### src/rtl/bus_pkg.sv
// Shared types and address-map constants for the data-bus arbiter and its interconnect.
package bus_pkg;

  typedef enum logic [1:0] {
    ST_IDLE,
    ST_ADDR,
    ST_WAIT,
    ST_DONE
  } arb_state_t;

  localparam int NUM_SLAVES  = 5;
  localparam int SLAVE_SEL_W = NUM_SLAVES;
  localparam int PAGE_W      = 24;

  localparam int SEL_RAM  = 0;
  localparam int SEL_GPOA = 1;
  localparam int SEL_GPOB = 2;
  localparam int SEL_GPIC = 3;
  localparam int SEL_GPID = 4;

  // Base pages are compared against address[31:8].
  localparam logic [PAGE_W-1:0] PAGE_RAM  = 24'h0000_00;
  localparam logic [PAGE_W-1:0] PAGE_GPOA = 24'h0000_21;
  localparam logic [PAGE_W-1:0] PAGE_GPOB = 24'h0000_22;
  localparam logic [PAGE_W-1:0] PAGE_GPIC = 24'h0000_23;
  localparam logic [PAGE_W-1:0] PAGE_GPID = 24'h0000_24;

  typedef logic [SLAVE_SEL_W-1:0] slave_sel_t;

  function automatic slave_sel_t decode_sel(input logic [31:0] addr);
    slave_sel_t sel;
    sel           = '0;
    sel[SEL_RAM]  = (addr[31:8] == PAGE_RAM);
    sel[SEL_GPOA] = (addr[31:8] == PAGE_GPOA);
    sel[SEL_GPOB] = (addr[31:8] == PAGE_GPOB);
    sel[SEL_GPIC] = (addr[31:8] == PAGE_GPIC);
    sel[SEL_GPID] = (addr[31:8] == PAGE_GPID);
    return sel;
  endfunction

endpackage

### src/rtl/rr_arbiter.sv
// Combinational round-robin pick: first requester scanning upward, with wrap,
// starting just after the previous winner.
module rr_arbiter #(
  parameter int NUM_MASTERS = 2,
  parameter int IDX_W       = 1
) (
  input  logic [NUM_MASTERS-1:0] req,
  input  logic [IDX_W-1:0]       last_grant,
  output logic [NUM_MASTERS-1:0] gnt,
  output logic [IDX_W-1:0]       gnt_idx
);

  logic             found;
  logic [IDX_W-1:0] cand;

  always_comb begin
    gnt     = '0;
    gnt_idx = '0;
    found   = 1'b0;
    cand    = '0;
    for (int k = 1; k <= NUM_MASTERS; k++) begin
      cand = IDX_W'((int'(last_grant) + k) % NUM_MASTERS);
      if (!found && req[cand]) begin
        found     = 1'b1;
        gnt[cand] = 1'b1;
        gnt_idx   = cand;
      end
    end
  end

endmodule

### src/rtl/bus_arbiter.sv
// Round-robin multi-master front end for the memory-mapped data bus.
// Optional decode-error reporting is enabled with BUS_ARB_DECERR_EN.
module bus_arbiter
  import bus_pkg::*;
#(
  parameter int NUM_MASTERS = 2,
  parameter int WAIT_CYCLES = 1
) (
  input  logic                     clk,
  input  logic                     reset,
  input  logic [NUM_MASTERS-1:0]   m_req,
  input  logic [NUM_MASTERS-1:0]   m_we,
  input  logic [NUM_MASTERS*32-1:0] m_addr,
  input  logic [NUM_MASTERS*32-1:0] m_wdata,
  output logic [NUM_MASTERS-1:0]   m_gnt,
  output logic [NUM_MASTERS-1:0]   m_done,
  output logic [31:0]              m_rdata,
  output logic                     m_err,
  output logic [31:0]              bus_addr,
  output logic [31:0]              bus_wdata,
  output logic                     bus_we,
  input  logic [SLAVE_SEL_W-1:0]   bus_slave_sel,
  input  logic [31:0]              bus_rdata
);

  localparam int               IDX_W    = (NUM_MASTERS > 1) ? $clog2(NUM_MASTERS) : 1;
  localparam logic [IDX_W-1:0] LAST_RST = IDX_W'(NUM_MASTERS - 1);

  arb_state_t state, next_state;

  logic [NUM_MASTERS-1:0] win_gnt;
  logic [IDX_W-1:0]       win_idx;
  logic [IDX_W-1:0]       last_grant, last_grant_d;
  logic [NUM_MASTERS-1:0] owner, owner_d;
  logic [NUM_MASTERS-1:0] gnt_d, done_d;
  logic [31:0]            addr_q, addr_d;
  logic [31:0]            wdata_q, wdata_d;
  logic [31:0]            rdata_d;
  logic                   we_q, we_d;
  logic                   err_d;
  logic                   dec_err;
  logic [3:0]             wait_cnt, wait_cnt_d;
  logic                   start, capture;
  logic [31:0]            addr_arr  [NUM_MASTERS];
  logic [31:0]            wdata_arr [NUM_MASTERS];

  always_comb begin
    for (int i = 0; i < NUM_MASTERS; i++) begin
      addr_arr[i]  = m_addr[32*i +: 32];
      wdata_arr[i] = m_wdata[32*i +: 32];
    end
  end

  rr_arbiter #(
    .NUM_MASTERS (NUM_MASTERS),
    .IDX_W       (IDX_W)
  ) u_rr (
    .req        (m_req),
    .last_grant (last_grant),
    .gnt        (win_gnt),
    .gnt_idx    (win_idx)
  );

  assign start   = (state == ST_IDLE) && (|m_req);
  assign capture = (next_state == ST_DONE);

`ifdef BUS_ARB_DECERR_EN
  logic dec_err_q;

  // The decoder answers combinationally in ADDR, so the strobe is masked in that same cycle.
  always_ff @(posedge clk) begin
    if (!reset)                dec_err_q <= 1'b0;
    else if (state == ST_ADDR) dec_err_q <= ~(|bus_slave_sel);
  end

  assign dec_err = (state == ST_ADDR) ? ~(|bus_slave_sel) : dec_err_q;
  assign bus_we  = we_q & (|bus_slave_sel);
`else
  logic unused_sel;

  assign unused_sel = ^bus_slave_sel;
  assign dec_err    = 1'b0;
  assign bus_we     = we_q;
`endif

  always_ff @(posedge clk) begin
    if (!reset) state <= ST_IDLE;
    else        state <= next_state;
  end

  always_comb begin
    next_state = state;
    case (state)
      ST_IDLE: if (|m_req) next_state = ST_ADDR;
      ST_ADDR: next_state = (WAIT_CYCLES > 0) ? ST_WAIT : ST_DONE;
      ST_WAIT: if (wait_cnt == 4'(WAIT_CYCLES)) next_state = ST_DONE;
      ST_DONE: next_state = ST_IDLE;
      default: next_state = ST_IDLE;
    endcase
  end

  // Next values for every registered output; the address phase holds the latched
  // request until the cycle that hands over to DONE.
  always_comb begin
    gnt_d        = '0;
    done_d       = '0;
    owner_d      = owner;
    last_grant_d = last_grant;
    addr_d       = '0;
    wdata_d      = '0;
    we_d         = 1'b0;
    wait_cnt_d   = '0;
    rdata_d      = m_rdata;
    err_d        = 1'b0;
    case (state)
      ST_IDLE: begin
        if (start) begin
          gnt_d        = win_gnt;
          owner_d      = win_gnt;
          last_grant_d = win_idx;
          addr_d       = addr_arr[win_idx];
          wdata_d      = wdata_arr[win_idx];
          we_d         = m_we[win_idx];
        end
      end
      ST_ADDR, ST_WAIT: begin
        if (!capture) begin
          addr_d     = addr_q;
          wdata_d    = wdata_q;
          wait_cnt_d = wait_cnt + 4'd1;
        end
      end
      default: ;
    endcase
    if (capture) begin
      done_d  = owner;
      rdata_d = dec_err ? 32'h0 : bus_rdata;
      err_d   = dec_err;
    end
  end

  always_ff @(posedge clk) begin
    if (!reset) begin
      m_gnt      <= '0;
      m_done     <= '0;
      m_rdata    <= '0;
      m_err      <= 1'b0;
      owner      <= '0;
      last_grant <= LAST_RST;
      addr_q     <= '0;
      wdata_q    <= '0;
      we_q       <= 1'b0;
      wait_cnt   <= '0;
    end else begin
      m_gnt      <= gnt_d;
      m_done     <= done_d;
      m_rdata    <= rdata_d;
      m_err      <= err_d;
      owner      <= owner_d;
      last_grant <= last_grant_d;
      addr_q     <= addr_d;
      wdata_q    <= wdata_d;
      we_q       <= we_d;
      wait_cnt   <= wait_cnt_d;
    end
  end

  assign bus_addr  = addr_q;
  assign bus_wdata = wdata_q;

endmodule
### config.mk
export PLATFORM = sky130hd
export DESIGN_NAME = bus_arbiter
export DESIGN_NICKNAME = d
export VERILOG_FILES = /design/src/rtl/bus_pkg.sv /design/src/rtl/rr_arbiter.sv /design/src/rtl/bus_arbiter.sv
export SDC_FILE = /design/constraint.sdc
export NUM_CORES = 1
export LEC_CHECK = 0
export BUFFER_PORTS_ARGS = -buffer_cell sky130_fd_sc_hd__buf_4
export CAP_MARGIN = 20
export CORE_ASPECT_RATIO = 1.5
export CORE_MARGIN = 8
export CORE_UTILIZATION = 43
export DETAILED_ROUTE_END_ITERATION = 16
export HOLD_SLACK_MARGIN = 0.02
export PLACE_DENSITY = 0.8
export SYNTH_ARGS = -nofsm -noshare
export SYNTH_HDL_FRONTEND = slang
export SYNTH_HIERARCHICAL = 1
export SYNTH_SLANG_ARGS = --single-unit
### constraint.sdc
create_clock -name clk -period 2.4 [get_ports clk]
set_input_delay 0 -clock clk [delete_from_list [all_inputs] [get_ports clk]]
set_output_delay 0 -clock clk [all_outputs]
set_load 0.05 [all_outputs]
==> results of run 1 <==
[stage by stage]
stage / instance area [um2] / hold WS [ps]
3_3_place_gp: 6560 / 258
2_1_floorplan: 4450 / 142
3_5_place_dp: 6560 / 267
[cell families after synthesis]
group / synth area share [%]
compound gates: 13.9
xor+xnor: 0.394
simple gates: 8.07
mux: 22.5
other cells: 0.0843
buf+inv: 4.11
flops: 49.5
fa+ha+maj: 1.41
==> flow_summary.json, run 1 <==
{
  "dpl.hpwl_mm": 11.8,
  "yosys.area.top_type": "dfxtp_1",
  "synth-edff-count": 0,
  "haltStage": "clock tree synthesis (4_1_cts)",
  "fp.dieH_um": 141,
  "gp_congestion": 0.821,
  "yosysMostFrequentCell": "dfxtp_1",
  "initial_core_util_pct": 44.1,
  "syn_area_per_cell_um2": 10.8,
  "synth_area_leaders": "dfxtp_1, mux2i_1, o2bb2ai_1",
  "outcome": "aborted with a tool error",
  "clock_path_buffers": 2,
  "core.rowCount": 45,
  "clock-root-buffer": "clkbuf_16",
  "ys_ff_latch": 110,
  "synthCells": 413,
  "io_pins": 273,
  "post-cts-setup-buffer-count": 0,
  "postSynth.asyncResetShare_pct": 0,
  "yosys_warnings": 6,
  "ys_seq_area_share_pct": 49.5,
  "port_buffers": 266,
  "cts_max_level": 3,
  "yosys_most_used_dff": "dfxtp_1",
  "die_w_um": 99.0,
  "numCtsBuffers": 9,
  "synth_cell_types": 25,
  "cts_resized": 0,
  "place_ws_ps": 267,
  "clock_sinks": 110,
  "synth_nets": 589,
  "ys_top_cells_by_count": "dfxtp_1, mux2i_1, nand2_1",
  "place_inst": 772,
  "syn_area_mm2": 0.00445,
  "post-synth-top-area-fraction_pct": 49.5,
  "error": "[ERROR RSZ-0060] Max buffer count reached.",
  "cts_hold_buf": 158
}
==> run 2, diff against run 1 <==
- CORE_ASPECT_RATIO: 1.5 -> default
- CORE_UTILIZATION: 43 -> 35
- HOLD_SLACK_MARGIN: 0.02 -> default
- PLACE_DENSITY: 0.8 -> default
- PLACE_DENSITY_LB_ADDON: default -> 0.15
==> run 2 against run 1 <==
The run now ends clean. Synthesized cell count unchanged. Synthesized area unchanged.
==> flow_summary.json, run 2 <==
{
  "fin_tns_setup_ps": 0,
  "grt_pass1_vias": 5026,
  "clock-root-buffer": "clkbuf_16",
  "worst_pin_slew_ps": 600,
  "fp.coreArea_mm2": 0.0125,
  "drt-wirelength-per-cell_um": 16.1,
  "syn_area_mm2": 0.00445,
  "crit_required_ps": 2650,
  "final_cell_mix": "buf_4, dlygate4sd3_1, dfxtp_1",
  "utilization_pct": 68.5,
  "maxCapViolCount": 0,
  "ys_seq_area_share_pct": 49.5,
  "intPower_mw": 4.99,
  "place_ws_ps": 321,
  "drtIter0Drc": 119,
  "crit_path_cell_trace": "ha_1 -> or3b_1 -> a221oi_4 -> and2_2 -> buf_12 -> mux2i_1",
  "fin_skew_ps": 8.34,
  "clock_latency_ps": 340,
  "gr-usage-all-layers_pct": 19.4,
  "detail_route.vias_per_cell": 4.62,
  "cts_max_level": 3,
  "final-seq-area_mm2": 0.00220,
  "yosys_warnings": 6,
  "antenna_found_initial": 0,
  "multiInputGateArea_mm2": 0.00209,
  "fillers": 903,
  "hp-class": "primary input to register",
  "setup_viol": 0,
  "yosys_most_used_dff": "dfxtp_1",
  "power_leakage_nw": 3.84,
  "stdcell_area_mm2": 0.00858,
  "initial_core_util_pct": 35.5,
  "ff2ff_setup_slack_ps": 250,
  "numCtsBuffers": 9,
  "io_pins": 273,
  "combPwrFrac_pct": 54.2,
  "postSynth.asyncResetShare_pct": 0,
  "dr.pass1.iters": 4,
  "gp_congestion": 0.768,
  "yosysMostFrequentCell": "dfxtp_1",
  "worst_slack_ps": 255,
  "die_w_um": 129,
  "port_buffers": 266,
  "antenna_cells": 0,
  "wl_mm": 16.2,
  "path_max_fanout": 25,
  "placed_area_mm2": 0.00665,
  "layout-drive-gt1-share_pct": 35.3,
  "ys_ff_latch": 110,
  "dpl.hpwl_mm": 10.9,
  "final_max_slew_viol_count": 0,
  "fp.dieH_um": 129,
  "grt_max_degree": 67,
  "clock_path_buffers": 2,
  "cpPeakStageDelay_ps": 380,
  "post-synth-top-area-fraction_pct": 49.5,
  "p_per_area_mw_per_mm2": 1070,
  "clock_sinks": 110,
  "syn_area_per_cell_um2": 10.8,
  "power_switching_mw": 4.15,
  "start_kind": "register",
  "grt-ovfl-total": 0,
  "p_clk_share_pct": 16.0,
  "end_kind": "register",
  "drc": 0,
  "ant_nets": 0,
  "post-cts-setup-buffer-count": 0,
  "cp_slowest_cell": "dfxtp_1",
  "irDropWorstVdd_uv": 888,
  "grt_pass1_wl_mm": 25.6,
  "path_class": "register to register",
  "hold_viol_final": 0,
  "final_common_cell": "buf_4",
  "core.rowCount": 41,
  "relSlewSlack_pct": 60.0,
  "cts.clk_slew.worst_paths_ps": 70,
  "area_growth_pct": 92.8,
  "fin_nets": 1006,
  "rsz0062_at_grt": "no",
  "dieArea_mm2": 0.0166,
  "cts_tree": "done",
  "period_share_pct": 89.4,
  "synthCells": 413,
  "synth_area_leaders": "dfxtp_1, mux2i_1, o2bb2ai_1",
  "ys_top_cells_by_count": "dfxtp_1, mux2i_1, nand2_1",
  "p_sw_share_pct": 45.4,
  "fin_crit_ps": 2150,
  "vias": 4653,
  "max_freq_ghz": 0.466,
  "synth_cell_types": 25,
  "cp.arrival_ps": 2400,
  "seqPwrFrac_pct": 29.8,
  "yosys.area.top_type": "dfxtp_1",
  "outcome": "finished clean",
  "synth-edff-count": 0,
  "synth_nets": 589
}
-- run 2: stage by stage --
step,power (mW),instances,hold WS (ps)
global placement,7.38,828,258
detailed placement,7.42,828,263
global route,9.61,1007,28.9
finish,9.14,1007,23.2
CTS,9.20,1007,7.95
floorplan,5.89,413,142
-- run 2: cell type report --
type,count,area share [%]
multi-input cells,265,24.4
clock inverters,2,0.160
flip-flops and latches,110,25.7
well taps,172,2.51
inverters,6,0.263
clock buffers,14,3.31
repair buffers,438,43.7
-- run 2: logic make-up (layout without fill, tap and decap cells) --
logic type / count (synthesis) / count (layout) / share of synthesized area [%]
buffers and inverters: 38 / 460 / 4.11
flip-flops: 110 / 110 / 49.5
adder cells (fa/ha/maj): 5 / 5 / 1.41
XOR/XNOR: 2 / 2 / 0.394
AND/OR/NAND/NOR: 87 / 87 / 8.07
other: 1 / 1 / 0.0843
AO/OA/AOI/OAI: 70 / 70 / 13.9
multiplexers: 100 / 100 / 22.5
-- run 2: power groups by stage --
stage                     sequential, mW  combinational (mW)  clock (mW)
after floorplan                     4.60                1.29           0
after global placement              2.73                4.65           0
after detailed placement            2.74                4.68           0
after CTS                           2.72                4.98        1.50
after global routing                2.79                5.22        1.59
final                               2.72                4.96        1.46
-- run 2: critical path, delay by kind of cell, from the launching register on --
kind	cells	cell delay [ps]
AOI/OAI and AO/OA	1	240
muxes	1	270
buffers and inverters	1	260
and+or+nand+nor	2	740
DFF	1	380
adders and majority gates	1	150
-- run 2: worst paths after layout --
check,cells past startpoint,end,from
worst max-delay path,6,m_rdata[10]$_SDFFE_PN0N_,wait_cnt[0]$_SDFF_PP0_
worst max register to register,6,m_rdata[10]$_SDFFE_PN0N_,wait_cnt[0]$_SDFF_PP0_
worst min-delay path,3,m_gnt[0]$_SDFF_PN0_,m_req[1]
worst min register to register,2,m_rdata[27]$_SDFFE_PN0N_,m_rdata[27]$_SDFFE_PN0N_
-- run 2: what timing repair did --
item	in CTS	in global routing
setup endpoints to repair	0	0
hold buffers	163	0
resized for setup	0	0
hold endpoints to repair	99	0
-- run 2: metal layers --
metal	wire [um]	global-route usage, %	up-vias
met4	363	7.95	0
met5	0	0	-
met1	6150	19.9	2144
met2	8210	35.0	179
met3	1490	7.16	24
li1	-	-	2306
No activity file was read; power rests on OpenSTA's default activity.
